<file path="src/rtl/ga_fsm_pkg.sv">
// rtl/ga_fsm_pkg.sv - shared chromosome layout, control states and state reduction
// Chromosome: 2*NUM_STATES genes of GENE_W bits; gene e = state*2 + in_bit.
// Gene fields: [NS_MSB:NS_LSB] raw next state, [OUT_BIT] Mealy output.
package ga_fsm_pkg;

  localparam int NUM_STATES = 3;
  localparam int GENE_W     = 4;
  localparam int CHROM_W    = NUM_STATES * 2 * GENE_W;
  localparam int STATE_W    = 2;

  localparam int NS_LSB  = 0;
  localparam int NS_MSB  = 2;
  localparam int OUT_BIT = 3;

  typedef enum logic [1:0] {
    IDLE = 2'd0,
    RUN  = 2'd1,
    DONE = 2'd2
  } ctrl_state_t;

  // The raw next-state field can name up to 8 states; fold it onto the real ones.
  function automatic logic [STATE_W-1:0] mod_states(input logic [NS_MSB-NS_LSB:0] raw);
    logic [NS_MSB-NS_LSB:0] r;
    r = raw % 3'(NUM_STATES);
    return r[STATE_W-1:0];
  endfunction

endpackage

</file>
<file path="src/rtl/ga_gene_decode.sv">
// rtl/ga_gene_decode.sv - combinational gene lookup for one detector transition
// Ports: chrom (full chromosome), state (current detector state), in_bit (input)
//        -> next_state (already reduced to a legal state), out_bit (Mealy output).
module ga_gene_decode
  import ga_fsm_pkg::*;
(
  input  logic [CHROM_W-1:0] chrom,
  input  logic [STATE_W-1:0] state,
  input  logic               in_bit,
  output logic [STATE_W-1:0] next_state,
  output logic               out_bit
);

  logic [GENE_W-1:0] gene;

  // {state, in_bit} is state*2+in_bit; an illegal state selects no gene and
  // falls back to a zero gene (stay in state 0, output 0).
  always_comb begin
    gene = '0;
    for (int g = 0; g < 2 * NUM_STATES; g++) begin
      if (g == int'({state, in_bit})) begin
        gene = chrom[g*GENE_W +: GENE_W];
      end
    end
  end

  assign next_state = mod_states(gene[NS_MSB:NS_LSB]);
  assign out_bit    = gene[OUT_BIT];

endmodule

</file>
<file path="src/rtl/ga_chrom_fsm_exec.sv">
// rtl/ga_chrom_fsm_exec.sv - GA chromosome Mealy detector executor and scorer
// Ports: clk, rst_n (sync active-low)
//        chrom_valid/chrom_ready/chrom_data/seq_len : chromosome load handshake
//        in_valid/in_ready/in_bit/exp_bit           : input bit stream with expected output
//        out_valid/out_bit/out_state                 : per-bit detector result, 1-cycle latency
//        done                                        : one-cycle end-of-run pulse
//        score                                       : saturating fitness, held until next load
module ga_chrom_fsm_exec
  import ga_fsm_pkg::*;
#(
  parameter int SEQ_LEN_W   = 8,
  parameter int SCORE_W     = 12,
  parameter int HIT1_WEIGHT = 3,
  parameter int HIT0_WEIGHT = 1
) (
  input  logic                 clk,
  input  logic                 rst_n,
  input  logic                 chrom_valid,
  output logic                 chrom_ready,
  input  logic [CHROM_W-1:0]   chrom_data,
  input  logic [SEQ_LEN_W-1:0] seq_len,
  input  logic                 in_valid,
  output logic                 in_ready,
  input  logic                 in_bit,
  input  logic                 exp_bit,
  output logic                 out_valid,
  output logic                 out_bit,
  output logic [STATE_W-1:0]   out_state,
  output logic                 done,
  output logic [SCORE_W-1:0]   score
);

  localparam logic [SCORE_W:0] W_HIT1 = (SCORE_W+1)'(HIT1_WEIGHT);
  localparam logic [SCORE_W:0] W_HIT0 = (SCORE_W+1)'(HIT0_WEIGHT);

  ctrl_state_t          ctrl, ctrl_nxt;
  logic [CHROM_W-1:0]   chrom_q;
  logic [SEQ_LEN_W-1:0] len_q;
  logic [SEQ_LEN_W-1:0] count;
  logic [STATE_W-1:0]   fsm_state;
  logic [STATE_W-1:0]   dec_state;
  logic                 dec_out;
  logic                 load;
  logic                 accept;
  logic                 last_bit;
  logic                 hit;
  logic [SCORE_W:0]     score_sum;
  logic [SCORE_W-1:0]   score_upd;

  ga_gene_decode u_decode (
    .chrom      (chrom_q),
    .state      (fsm_state),
    .in_bit     (in_bit),
    .next_state (dec_state),
    .out_bit    (dec_out)
  );

  assign chrom_ready = (ctrl == IDLE);
  assign in_ready    = (ctrl == RUN);
  // DONE lasts exactly one cycle, so the pulse is simply the state decode.
  assign done        = (ctrl == DONE);

  assign load     = chrom_valid && chrom_ready;
  assign accept   = in_valid && in_ready;
  assign last_bit = (SEQ_LEN_W'(count + 1'b1) == len_q);

  // Extra carry bit detects overflow so the accumulator can clamp at all-ones.
  assign hit       = (dec_out == exp_bit);
  assign score_sum = {1'b0, score} + (exp_bit ? W_HIT1 : W_HIT0);
  assign score_upd = score_sum[SCORE_W] ? '1 : score_sum[SCORE_W-1:0];

  always_ff @(posedge clk) begin
    if (!rst_n) begin
      ctrl <= IDLE;
    end else begin
      ctrl <= ctrl_nxt;
    end
  end

  always_comb begin
    ctrl_nxt = ctrl;
    case (ctrl)
      IDLE: begin
        if (load) begin
          ctrl_nxt = (seq_len != '0) ? RUN : DONE;
        end
      end
      RUN: begin
        if (accept && last_bit) begin
          ctrl_nxt = DONE;
        end
      end
      DONE:    ctrl_nxt = IDLE;
      default: ctrl_nxt = IDLE;
    endcase
  end

  always_ff @(posedge clk) begin
    if (!rst_n) begin
      chrom_q   <= '0;
      len_q     <= '0;
      count     <= '0;
      fsm_state <= '0;
      score     <= '0;
      out_valid <= 1'b0;
      out_bit   <= 1'b0;
      out_state <= '0;
    end else begin
      out_valid <= 1'b0;
      if (load) begin
        chrom_q   <= chrom_data;
        len_q     <= seq_len;
        count     <= '0;
        fsm_state <= '0;
        score     <= '0;
      end else if (accept) begin
        fsm_state <= dec_state;
        out_bit   <= dec_out;
        out_state <= dec_state;
        out_valid <= 1'b1;
        count     <= count + 1'b1;
        if (hit) begin
          score <= score_upd;
        end
      end
    end
  end

endmodule

</file>
<file path="config.mk">
export PLATFORM = sky130hd
export DESIGN_NAME = ga_chrom_fsm_exec
export DESIGN_NICKNAME = d
export VERILOG_FILES = /design/src/rtl/ga_fsm_pkg.sv /design/src/rtl/ga_gene_decode.sv /design/src/rtl/ga_chrom_fsm_exec.sv
export SDC_FILE = /design/constraint.sdc
export NUM_CORES = 1
export LEC_CHECK = 0
export ABC_CLOCK_PERIOD_IN_PS = 2600
export CAP_MARGIN = 25
export CORE_ASPECT_RATIO = 2
export CORE_MARGIN = 8
export CORE_UTILIZATION = 40
export DETAILED_ROUTE_END_ITERATION = 7
export PLACE_DENSITY = 0.66
export SLEW_MARGIN = 10
export SYNTH_ARGS = -nofsm -noshare
export SYNTH_HDL_FRONTEND = slang
export SYNTH_HIERARCHICAL = 1
export SYNTH_SLANG_ARGS = --single-unit
</file>
<file path="constraint.sdc">
create_clock -name clk -period 2.6 [get_ports clk]
set_input_delay 0.52 -clock clk [delete_from_list [all_inputs] [get_ports clk]]
set_output_delay 0.52 -clock clk [all_outputs]
set_load 0.02 [all_outputs]
</file>
* Word-level counts from Yosys, hierarchy flattened
Index checks and enable logic that the tools add are counted.
Storage, ports and cells: register bits after elaboration 60, bits in latches 0, memory bits (writable) 0, memory bits (read-only) 0, output and inout port bits 19, logic and storage cells 48, memories 0
Operators by class: add/sub/neg operators 2, $mul 0, div/mod/pow operators 1, magnitude comparators 0, equality and inequality tests 11, shift operators 0, muxes and demuxes 13, bitwise logic cells 2, reductions and logical operators 10
Operators by type and width (count):
- $mux 4 | 6
- $add 12x2->13 | 1
- $eq 3x3->1 const A | 4
- $mux 12 | 1
- $add 8x1->8 const B | 1
- $eq 8x8->1 | 1
- $mux 2 | 4
- $reduce_bool 8->1 | 1
- $reduce_and 2->1 | 3
- $ne 2x1->1 const B | 2
- $pmux 2 s2 | 1
- $eq 2x3->1 const A | 1
- $logic_and 1x1->1 | 3
- $logic_not 3->1 | 1
- $mod 3x2->3 const B | 1
- $eq 2x1->1 const B | 1
- $eq 2x2->1 const B | 1
- $logic_not 2->1 | 1
- $not 1->1 | 2
- $reduce_or 2->1 | 1
- $eq 1x1->1 | 1
- $mux 1 | 1

* Longest topological paths before layout
word-level depth 9, mapped depth 11

* Modules after synthesis
The synthesis kept the hierarchy.
By module, submodules not included:
- ga_chrom_fsm_exec | times used 1, cells an instance 311, area each 2650.0 um^2, seq. area each 1201.2 um^2
- ga_gene_decode | times used 1, cells an instance 39, area each 307.8 um^2, seq. area each 0.0 um^2

* Worst setup path after synthesis
OpenSTA, ideal clock, no wires.
kind input port to flip-flop, start input in_bit, end register score[9], arrival time 2486 ps, required time 2533 ps, path slack 47 ps, stages on the path 10, buffers on the path 0, cell sequence or3b_2 > a21oi_1 > a41oi_1 > a21oi_1 > a2bb2oi_1 > xnor2_1 > and4b_4 > and4_4 > nand4_4 > a21oi_2
Between the ends: cells in the longest elaborated chain, start to end 9, elaborated cells between the ends (all ways) 14, classes of those cells eq/ne: 6; mux: 6; reduce/logical: 2
Ends and longest elaborated chain:
- from (decl) | line ga_chrom_fsm_exec.sv:24 | input logic in_bit,
- $logic_not 3->1 | line ga_gene_decode.sv:21 | if (g == int'({state, in_bit})) begin
- $mux 4 (5 in a row) | line ga_gene_decode.sv:21
- $mux 4 (*) | line ga_gene_decode.sv:21
- named net dec_out | line ga_chrom_fsm_exec.sv:42 | logic dec_out;
- $eq 1x1->1 (*) | line ga_chrom_fsm_exec.sv:68 | assign hit = (dec_out == exp_bit);
- $reduce_and 2->1 (no source line) (*)
- to (signal assigned) | line ga_chrom_fsm_exec.sv:123 | score <= score_upd;
- to (decl) | line ga_chrom_fsm_exec.sv:30 | output logic [SCORE_W-1:0] score
The timed path passes the listed nets; every way through them passes the cells marked *. A chain may end at the register's enable or synchronous reset.

* Final worst setup path
start register fsm_state[1], end register score[0]
Between the ends: cells in the longest elaborated chain, start to end 9, elaborated cells between the ends (all ways) 14, classes of those cells eq/ne: 6; mux: 6; reduce/logical: 2
Ends and longest elaborated chain:
- from (decl) | line ga_chrom_fsm_exec.sv:40 | logic [STATE_W-1:0] fsm_state;
- from (signal assigned) | line ga_chrom_fsm_exec.sv:117 | fsm_state <= dec_state;
- $logic_not 3->1 | line ga_gene_decode.sv:21
- $mux 4 (5 in a row) | line ga_gene_decode.sv:21
- $mux 4 (*) | line ga_gene_decode.sv:21
- named net dec_out | line ga_chrom_fsm_exec.sv:42
- $eq 1x1->1 (*) | line ga_chrom_fsm_exec.sv:68
- $reduce_and 2->1 (no source line) (*)
Marks and branches as above.

==> impl_summary.log <==
[metrics] synthesized area divided by synthesized cell count: between 8 and 9 um^2
[metrics] Worst Path Class, Setup: reg -> reg
[metrics] required time of the critical path: about 2900 ps
[metrics] data arrival at the endpoint of the critical path: 2670 ps
[metrics] Leakage Power: about 1.5 nW
[metrics] post-route ant nets: 0
[metrics] count of final max-slew check failures: 0
[metrics] floorplan core area: between 7000 and 8000 um^2
[metrics] Critical Path Max Stage Delay: slightly below 400 ps
[metrics] number of design-rule violations left by the first detailed-router iteration: roughly 110
[metrics] clock network latency to the later pin of the worst-skew pair: between 300 and 400 ps
[metrics] utilization after layout: 0.5623
[metrics] Worst R2R Setup Slack: about 190 ps
[metrics] actual transition at the worst max-transition pin: 474.7 ps
[metrics] Routed Wire Length: between 7000 and 8000 um
[metrics] sort of element at the end of the critical path: register
[metrics] DRC violation count after routing: 0
[metrics] wire length of the first global-routing pass: roughly 12000 um
[metrics] most repeated library cell on the critical path: a21oi_2
[metrics] Max FO, Critical Path: 5
[metrics] synthesized-area fraction occupied by and/or/nand/nor cells: 0.2352
[metrics] number of nets in the layout: roughly 460
[metrics] Worst Setup Slack, final: 187.7 ps
[metrics] dominant synthesized flop cell: dfxtp_1
[metrics] post-synthesis adder-cell area fraction: 0.01946
[metrics] Chip Width: between 70 and 80 um
[metrics] total placed cells including tap cells: between 400 and 500
[metrics] Post-Place Setup Slack: -592.7 ps
[metrics] CTS Hold Bufs: 0
[metrics] crit share post-route: 0.9278
[metrics] minimum hold slack: approximately 450 ps
[metrics] XOR/XNOR Fraction of Synth Area: 0.07572
[metrics] async set-reset flop share out of synthesis: 0
[metrics] CTS Buffer Depth: 2
[metrics] setup repair after global routing missed its margin: false
[metrics] Fin. Hold Viols: 0
[metrics] list of cells traversed by the critical path: or3b_4 -> a21oi_2 -> a41oi_1 -> a21oi_1 -> a2bb2oi_2 -> xnor2_2 -> and4b_4 -> and4_4 -> nand4_4 -> a21oi_2
[metrics] Fmax: between 0.4 and 0.5 GHz
[metrics] sinks on the clock net: 60
[metrics] gate count of the mapped netlist: 350
[metrics] area of all placed cells without fillers: between 4000 and 5000 um^2
[metrics] DR WL/cell: between 10 and 15 um
[metrics] number of vias in the routed layout: about 2600
[metrics] proportion of synthesized area in mux cells: 0.03638
[metrics] via count of the first global-routing pass: 2809
[metrics] status: finished, final reports clean
[metrics] final weighted congestion in routability-driven placement: 0.8602
[metrics] setup tns final: 0 ps
[metrics] distinct cell type count after synthesis: 54
[metrics] clock period minus worst slack: roughly 2400 ps
[metrics] area enclosed by the die boundary: about 11000 um^2
[metrics] flip-flop and latch count after synthesis: 60
[metrics] number of CTS-inserted buffers: 9
[metrics] number of standard cells in the layout, taps in and fillers out: between 500 and 600
[metrics] Syn-to-layout area delta: 37.10%
[metrics] syn_nets: 392
[metrics] largest net degree at the start of global routing: 34
[metrics] Synth Area in Compound Gates: 0.1882
[metrics] dominant combinational cell family by area after synthesis: simple AND/OR/NAND/NOR gates
[metrics] CP max-delay cell: or3b_4
[metrics] number of antenna cells inserted: 0
[metrics] y dimension of the die: 137.6 um
[metrics] initial antenna violation count: 0
[metrics] worst hold path class: reg -> reg
[metrics] post-synth design cell area: approximately 3000 um^2
[metrics] relative slew slack: 0.6831
[metrics] clock root buffer: clkbuf_16
[metrics] startpoint type of the worst setup path: register
[metrics] Ys Warns: 6
[metrics] fraction of final layout cells sized beyond drive strength 1: 0.1271
[metrics] placement-stage cell area: 3661 um^2
[metrics] Tot GR Track Use: 0.1443
[metrics] number of buffers added on ports: 56
[metrics] total iterations of the first detailed-routing run: 4
[metrics] final setup skew: about 4.7 ps
[metrics] total setup violations reported at the end of the flow: 0
[metrics] max capacitance violation total: 0
[metrics] dpl hpwl: 5211 um
[metrics] post-DR vias/cell: around 5.1
[metrics] CTS tree: yes
[metrics] count of flip-flops with a built-in enable after synthesis: 0
[metrics] share of the yosys chip area belonging to registers: 0.4061
[metrics] Peak supply drop: 0.3810 mV
[metrics] H-tree depth reported by CTS: 3
[metrics] number of core rows: between 40 and 50
[metrics] Top-Level Pins: between 50 and 60
[metrics] Design Power: between 2 and 2.5 mW
[metrics] clock transition time at the flip-flop clock pins of the worst setup and hold paths: approximately 50 ps
[metrics] Initial Utilization: 0.4101
[metrics] total power per unit cell area: about 600 nW/um^2
[metrics] grt ovf: 0
layer usage:
layer	vias up	part of all wire	GRT usage	wire length, um
li1	1339	-	-	-
met1	1219	0.41	0.1400	2963
met2	52	0.52	0.2641	3765
met3	8	0.046	0.04575	329
met4	0	0.020	0.07866	142
met5	-	0	0	0
layout by cell type, fill, tap and decap left out, types with 2 or more instances in the layout:
cell type,instances
and3b_1,2
a21boi_0,35
or4_1,2
dfxtp_1,60
inv_1,6
nand2b_1,2
ha_1,3
nor3_1,3
nand3b_1,2
nor2b_1,3
clkbuf_16,9
nand2_1,89
and3_1,2
mux2i_1,7
a21oi_1,14
nand3_1,5
a21oi_2,8
xor2_1,7
a31oi_1,2
clkbuf_8,2
xnor2_1,15
nor2_1,18
and2_1,2
nand4_4,2
o21ai_1,3
clkdlybuf4s50_1,55
clkbuf_1,4
or3_1,3
and4_1,2
o21ai_0,7
buf_4,20
nand4_1,4
power by group:
group	total (mW)	switching, mW	internal (mW)
clock	1.18	0.383	0.794
sequential	0.982	0.0239	0.959
combinational	0.276	0.132	0.144
total	2.44	0.539	1.90
worst max-delay path: cells and delay by family (launching register included):
| kind | cells | cell delay (ps) |
|---|---|---|
| and+or+nand+nor | 4 | 1100 |
| AOI/OAI and AO/OA | 5 | 790 |
| xor gates and xnor gates | 1 | 160 |
| DFF | 1 | 310 |
area by class of cell:
type	count	area [um^2]
fill	678	3157
multi-input combinational	266	1702
sequential	60	1201
timing repair buffer	77	716.9
clock buffer	15	267.8
tap	92	115.1
clock inverter	1	30.03
inverter	6	22.52
kinds of logic (layout without fill, tap and decap cells):
| kind of cell | count (synthesis) | count (layout) |
|---|---|---|
| compound gates | 81 | 81 |
| buf+inv | 25 | 99 |
| simple gates | 147 | 148 |
| fa+ha+maj | 4 | 4 |
| flops | 60 | 60 |
| xor+xnor | 24 | 24 |
| mux | 9 | 9 |
synth_stat cells, types with 2 or more instances:
master	number	area share
nand2_1	89	0.11
dfxtp_1	60	0.41
a21boi_0	35	0.089
a21oi_1	20	0.034
nor2_1	18	0.023
xnor2_1	16	0.047
clkbuf_1	13	0.016
o21ai_0	8	0.014
mux2i_1	7	0.024
xor2_1	7	0.021
inv_1	6	0.0076
nand3_1	5	0.0085
nand4_1	4	0.0085
ha_1	3	0.013
nor2b_1	3	0.0063
nor3_1	3	0.0051
or3_1	3	0.0063
a21oi_2	2	0.0059
a2bb2oi_1	2	0.0059
a31oi_1	2	0.0042
and2_1	2	0.0042
and3_1	2	0.0042
and3b_1	2	0.0059
and4_1	2	0.0059
buf_2	2	0.0034
buf_6	2	0.0076
nand2b_1	2	0.0042
nand3b_1	2	0.0051
o21ai_1	2	0.0034
or4_1	2	0.0051
repair_timing:
item                       CTS  global route
setup buffers                5             0
gates cloned                 1             0
pin swaps                    4             2
resized for setup           12             3
hold endpoints to repair     0             0
setup endpoints to repair   12            10
registers in the layout (all words and copies together), names as in the netlist:
signal	count
out_bit	1
score	12
out_state	2
len_q	8
ctrl	2
chrom_q	24
fsm_state	2
count	8
out_valid	1
final timing paths:
path                              from                      end  depth (start not counted)
max          fsm_state[1]$_SDFFE_PP0P_    score[0]$_SDFFE_PP0P_                         10
min            chrom_q[4]$_SDFFE_PN0P_  chrom_q[4]$_SDFFE_PN0P_                          2
max reg2reg  fsm_state[1]$_SDFFE_PP0P_    score[0]$_SDFFE_PP0P_                         10
min reg2reg    chrom_q[4]$_SDFFE_PN0P_  chrom_q[4]$_SDFFE_PN0P_                          2
(Power assumes the default switching activity.)
